### config.mk
export PLATFORM = sky130hd
export DESIGN_NAME = clk_en_gen
export DESIGN_NICKNAME = d
export VERILOG_FILES = /design/src/rtl/clk_en_gen.sv
export SDC_FILE = /design/constraint.sdc
export NUM_CORES = 1
export LEC_CHECK = 0
export CAP_MARGIN = 20
export CORE_MARGIN = 3
export CORE_UTILIZATION = 48
export DETAILED_ROUTE_END_ITERATION = 6
export PLACE_DENSITY = 0.79
export REMOVE_ABC_BUFFERS = 1
export SYNTH_ARGS = -nofsm -noshare
export SYNTH_HDL_FRONTEND = slang
export SYNTH_SLANG_ARGS = --single-unit
export TNS_END_PERCENT = 1
### constraint.sdc
create_clock -name clk -period 2.9 [get_ports clk]
set_clock_uncertainty 0.2 [all_clocks]
set_input_delay 0.87 -clock clk [delete_from_list [all_inputs] [get_ports clk]]
set_output_delay 0.87 -clock clk [all_outputs]
set_load 0.02 [all_outputs]
### src/rtl/clk_en_gen.sv
// clk_en_gen: single-cycle clock-enable strobe every div_q+1 cycles of clk,
// with run/stop control and a divisor update that only lands at a wrap.
// Optional square-wave output is built when CLK_EN_GEN_SQUARE_EN is defined.
module clk_en_gen #(
  parameter int WIDTH       = 4,
  parameter int DEFAULT_DIV = 15
) (
  input  logic             clk,
  input  logic             rst,
  input  logic             run,
  input  logic             load,
  input  logic [WIDTH-1:0] div_in,
  output logic             clk_en,
  output logic [WIDTH-1:0] count,
  output logic [WIDTH-1:0] div_q,
  output logic             pend,
  output logic             clk_sq
);

  localparam logic [WIDTH-1:0] DEF_DIV = WIDTH'(DEFAULT_DIV);
  localparam logic [WIDTH-1:0] ONE     = {{(WIDTH-1){1'b0}}, 1'b1};

  // State registers
  logic [WIDTH-1:0] r_count;
  logic [WIDTH-1:0] r_div_q;
  logic [WIDTH-1:0] r_pdiv;
  logic             r_pend;
  logic             r_clk_en;

  // Next-state values
  logic [WIDTH-1:0] w_count_nxt;
  logic [WIDTH-1:0] w_div_nxt;
  logic [WIDTH-1:0] w_pdiv_nxt;
  logic             w_pend_nxt;
  logic             w_en_nxt;
  logic             w_term;

  // Terminal count: counter has reached the divisor in effect.
  assign w_term = (r_count == r_div_q);

  // Next-state: stop clears and applies any divisor; a wrap fires the strobe and
  // swaps in a coincident load (preferred) or the pending one; mid-period loads
  // are parked until the wrap so the running period finishes on the old divisor.
  always_comb begin
    w_count_nxt = r_count;
    w_div_nxt   = r_div_q;
    w_pdiv_nxt  = r_pdiv;
    w_pend_nxt  = r_pend;
    w_en_nxt    = 1'b0;
    if (!run) begin
      w_count_nxt = '0;
      w_pend_nxt  = 1'b0;
      if (load) begin
        w_div_nxt = div_in;
      end else if (r_pend) begin
        w_div_nxt = r_pdiv;
      end
    end else if (w_term) begin
      w_count_nxt = '0;
      w_en_nxt    = 1'b1;
      w_pend_nxt  = 1'b0;
      if (load) begin
        w_div_nxt = div_in;
      end else if (r_pend) begin
        w_div_nxt = r_pdiv;
      end
    end else begin
      w_count_nxt = r_count + ONE;
      if (load) begin
        w_pdiv_nxt = div_in;
        w_pend_nxt = 1'b1;
      end
    end
  end

  // Register update with asynchronous reset to the default divisor.
  always_ff @(posedge clk or posedge rst) begin
    if (rst) begin
      r_count  <= '0;
      r_div_q  <= DEF_DIV;
      r_pdiv   <= '0;
      r_pend   <= 1'b0;
      r_clk_en <= 1'b0;
    end else begin
      r_count  <= w_count_nxt;
      r_div_q  <= w_div_nxt;
      r_pdiv   <= w_pdiv_nxt;
      r_pend   <= w_pend_nxt;
      r_clk_en <= w_en_nxt;
    end
  end

`ifdef CLK_EN_GEN_SQUARE_EN
  logic r_clk_sq;

  // Square wave: flips on every strobe, forced low while stopped.
  always_ff @(posedge clk or posedge rst) begin
    if (rst) begin
      r_clk_sq <= 1'b0;
    end else if (!run) begin
      r_clk_sq <= 1'b0;
    end else if (w_en_nxt) begin
      r_clk_sq <= ~r_clk_sq;
    end
  end

  assign clk_sq = r_clk_sq;
`else
  assign clk_sq = 1'b0;
`endif

  assign clk_en = r_clk_en;
  assign count  = r_count;
  assign div_q  = r_div_q;
  assign pend   = r_pend;

endmodule

=== Word level (Yosys, flattened, before mapping) ===
Cells that the tools add are included.

* Add/subtract/negate cells: 1
* Equality and inequality tests: 3
* Mux-type cells: 11
* Bitwise gates (word level): 1
* Reductions and logical operators: 1

{| class="wikitable"
|+ Operators with widths
! kind !! number
|-
| 4-bit 2-to-1 mux || 6
|-
| 1-bit 2-to-1 mux || 5
|-
| 4-bit by 1-bit adder with 4-bit output, second input constant || 1
|-
| 4-bit equality test || 1
|-
| 3-bit by 1-bit != test with 1-bit output, second input constant || 1
|-
| 3-bit AND reduction || 1
|-
| 2-bit by 1-bit != test with 1-bit output, second input constant || 1
|-
| 1-bit inverter || 1
|}

* Flip-flop bits (word level): 14
* Input bits: 8
* Output and inout bits: 11

=== Logic depth before layout (Yosys ltp) ===
* Word-level depth: 4
* Mapped depth: 4

=== Worst setup path before layout ===
OpenSTA, ideal clock, no wires.

* Kind: input-to-reg
* Start: input port load
* End: register r_pdiv[0]
* Library setup time: 125 ps
* Data arrival time: 1753 ps
* Path slack: 822 ps
* Stages: 4
* Cell sequence: buf_1 > inv_1 > nor2_1 > mux2_2

* Longest elaborated chain between the ends: 1

{| class="wikitable"
|+ RTL lines
! what !! RTL line !! RTL
|-
| from (decl) || 11 || <nowiki>input logic load,</nowiki>
|-
| 3-bit AND reduction (no source line) || n/a ||
|-
| to (signal assigned) || 87 || <nowiki>r_pdiv <= w_pdiv_nxt;</nowiki>
|-
| to (decl) || 26 || <nowiki>logic [WIDTH-1:0] r_pdiv;</nowiki>
|}

Every way passes these cells.
A chain may end at the register's enable or synchronous reset.

=== Worst setup path after layout ===
* Start: register r_div_q[2] (netlist: div_q[2])
* End: output port div_q[2]

{| class="wikitable"
|+ RTL lines
! what !! RTL line !! RTL
|-
| from (decl) || 25 || <nowiki>logic [WIDTH-1:0] r_div_q;</nowiki>
|-
| from (signal assigned) || 86 || <nowiki>r_div_q <= w_div_nxt;</nowiki>
|-
| to (decl) || 15 || <nowiki>output logic [WIDTH-1:0] div_q,</nowiki>
|}

No word-level cell between the ends.

==> metrics.md <==
| Metric | Value |
|---|---|
| Number of buffers inserted by post-CTS setup repair | `0` |
| Num CTS Buffers | `3` |
| Lkg Pwr | `0.385 nW` |
| Post-layout total power | `866 uW` |
| Critical path's largest stage delay | `0.61 ns` |
| Final max-slew violation count | `0` |
| Kind of cell adding the most delay to the critical path | `buffers and inverters` |
| Number of buffers inserted for hold repair after clock tree synthesis | `0` |
| Final RePlAce weighted congestion | `0.795` |
| DRC violations left | `0` |
| RSZ-0062 raised after global routing | `no` |
| Pin count of the biggest net entering global routing | `15` |
| Start point of the worst min-delay path | `r_pdiv[3]$_DFFE_PP0P_` |
| Worst reg2reg startpoint | `div_q[1]$_DFFE_PP1P_` |
| Global-route wire length before repair | `2.02 mm` |
| Shortest clock period the worst path allows after layout | `2.51 ns` |
| Average cell area after synthesis | `13.0 um2` |
| Sort of element at the end of the critical path | `output port` |
| Worst path cell trace | `clkdlybuf4s50_1` |
| Routed wire length per instance | `13.9 um` |
| Worst hold slack | `0.313 ns` |
| Share of the yosys chip area belonging to registers | `0.537` |
| Floorplan core area | `1200 um2` |
| Yosys warnings | `0` |
| Top achievable clock speed | `0.398 GHz` |
| Top metal layer carrying routed signals | `met4` |
| Clock-pin slew on the worst setup and hold paths | `0.08 ns` |
| PwrDens | `990 nW/um2` |
| Tightest Pin Transition | `0.534 ns` |
| Ant diodes | `0` |
| Syn-to-layout area delta | `32.1%` |
| Number of antenna violations at the first check in global routing | `0` |
| Critical path type | `flop to output port` |
| Number of synthesized register bits | `14` |
| Total global routing track utilization | `0.154` |
| NumNets Final | `80` |
| Cells after DPL | `80` |
| Wire length on met3 | `69 um` |
| Filler cells | `95` |
| Critical Path Slowest Stage Cell | `clkdlybuf4s50_1` |
| Ys async rst share | `1.00` |
| Number of maximum-capacitance constraint violations | `0` |
| Worst Path Required | `1.83 ns` |
| Clock latency on the worst-skew pair | `0.28 ns` |
| Chip Height | `43.1 um` |
| Number of vias per cell | `5.04` |
| H-tree depth | `1` |
| DRT Pass-1 Iters | `3` |
| Final critical-path setup slack | `0.390 ns` |
| Post-route fraction of the period consumed by the critical path | `0.866` |
| Largest cells by area after synthesis | `dfrtp_1 (38%), mux2_2 (20%), dfstp_2 (16%)` |
| Core utilization of the finished layout | `0.728` |
| Number of I/O pins | `19` |
| Aggregate routed wire length | `1.17 mm` |
| Count of final hold-check violations | `0` |
| Leading post-synthesis cells by instance count | `mux2_2 (12), dfrtp_1 (10), nor2_1 (7)` |
| Post-Synthesis Cell Area | `662 um2` |
| Largest fanout on the critical path | `3` |
| Clock sink count | `14` |
| Clock tree from TritonCTS | `built` |
| Yosys top cell area share | `0.378` |
| Post-cts repair resize count | `0` |
| Max rail drop VDD | `547 uV` |
| Worst slew margin | `0.643` |
| Worst Path Buf+Inv | `1` |
| Number of standard cells in the layout, taps in and fillers out | `84` |
| Rows | `12` |
| Number of instances in the synthesized netlist | `51` |
| Remaining Overflow, GRT | `0` |
| Fin area | `875 um2` |
| Count of nets left with antenna violations after detail routing | `0` |
| Cell with the most instances after synthesis | `mux2_2` |
| Most frequently used flop master after synthesis | `dfrtp_1` |
| Ratio of cells with drive above 1 in the final layout | `0.314` |
| Die Wd | `43.1 um` |
| Post-synthesis cell type count | `16` |
| Placement-stage cell area | `838 um2` |
| Number of global-route vias before repair | `461` |
| Number of enable-type register cells in the synthesized netlist | `0` |
| Count of buffers from port buffering | `17` |
| # setup viols final | `0` |
| Root buffer cell | `clkbuf_4` |
| Effective utilization at floorplan | `0.551` |
| Wire length on met2 | `539 um` |
| DIE AREA | `1860 um2` |
| Worst slack, placed | `0.330 ns` |
| Total number of vias | `423` |
| Setup TNS after final layout | `0 ns` |
| Maximum root-to-sink buffer count | `2` |
| Detailed Place HPWL | `928 um` |
| Hold Path Class | `flop to flop` |
| Arrival time of data at the critical path endpoint | `1.44 ns` |
| Worst setup path startpoint | `div_q[2]$_DFFE_PP1P_` |
| Run status | `finished clean` |
| Initial DRC Count | `1` |
| M1 wire length | `538 um` |
| Most area-hungry cell type in the Yosys netlist | `dfrtp_1` |
| Worst setup SP type | `flop` |
flip-flops by register name, summed over array words and instances (netlist names):
register	flops
count	4
div_q	4
r_pdiv	4
pend	1
clk_en	1
metal layers:
layer / vias up / track usage
li1: 208 / -
met1: 196 / 0.181
met2: 15 / 0.242
met3: 4 / 0.0466
met4: 0 / 0.0904
met5: - / 0
path summary, 6_finish.rpt:
kind / depth (start not counted) / end / slack (ns)
max: 1 / div_q[2] / 0.39
min in group asynchronous: 2 / count[1]$_DFF_PP0_ / 0.71
max reg2reg: 4 / r_pdiv[1]$_DFFE_PP0P_ / 0.82
min: 1 / r_pdiv[3]$_DFFE_PP0P_ / 0.31
max in group asynchronous: 2 / div_q[0]$_DFFE_PP1P_ / 1.44
min reg2reg: 1 / r_pdiv[3]$_DFFE_PP0P_ / 0.31
final cells by class:
cell class / count / area [um2] / area share
inverter: 3 / 11.3 / 0.0129
multi-input combinational: 32 / 284 / 0.325
tap: 14 / 17.5 / 0.0200
sequential: 14 / 355 / 0.406
clock buffer: 4 / 36.3 / 0.0415
timing repair buffer: 17 / 170 / 0.195
cell usage in the layout, fill, tap and decap left out, drive strengths merged:
cell / instances
nor2: 7
clkdlybuf4s50: 17
dfrtp: 10
o21ai: 1
and2: 1
conb: 1
mux2: 12
inv: 3
nand3: 1
dfstp: 4
xor2: 5
clkbuf: 4
nor4: 1
ha: 1
xnor2: 1
o41ai: 1
power breakdown:
part | leakage (nW) | switching [mW] | internal (mW)
clock | 0.0210 | 0.0633 | 0.0764
sequential | 0.169 | 0.0611 | 0.289
combinational | 0.195 | 0.187 | 0.190
cell families after synthesis:
kind of cell	Yosys count	share of synthesized area
simple gates	10	0.0662
mux	12	0.204
flops	14	0.537
other cells	1	0.00567
fa+ha+maj	1	0.0189
xor+xnor	6	0.0794
compound gates	2	0.0548
buf+inv	5	0.0340
No activity file was read; power rests on OpenSTA's default activity.
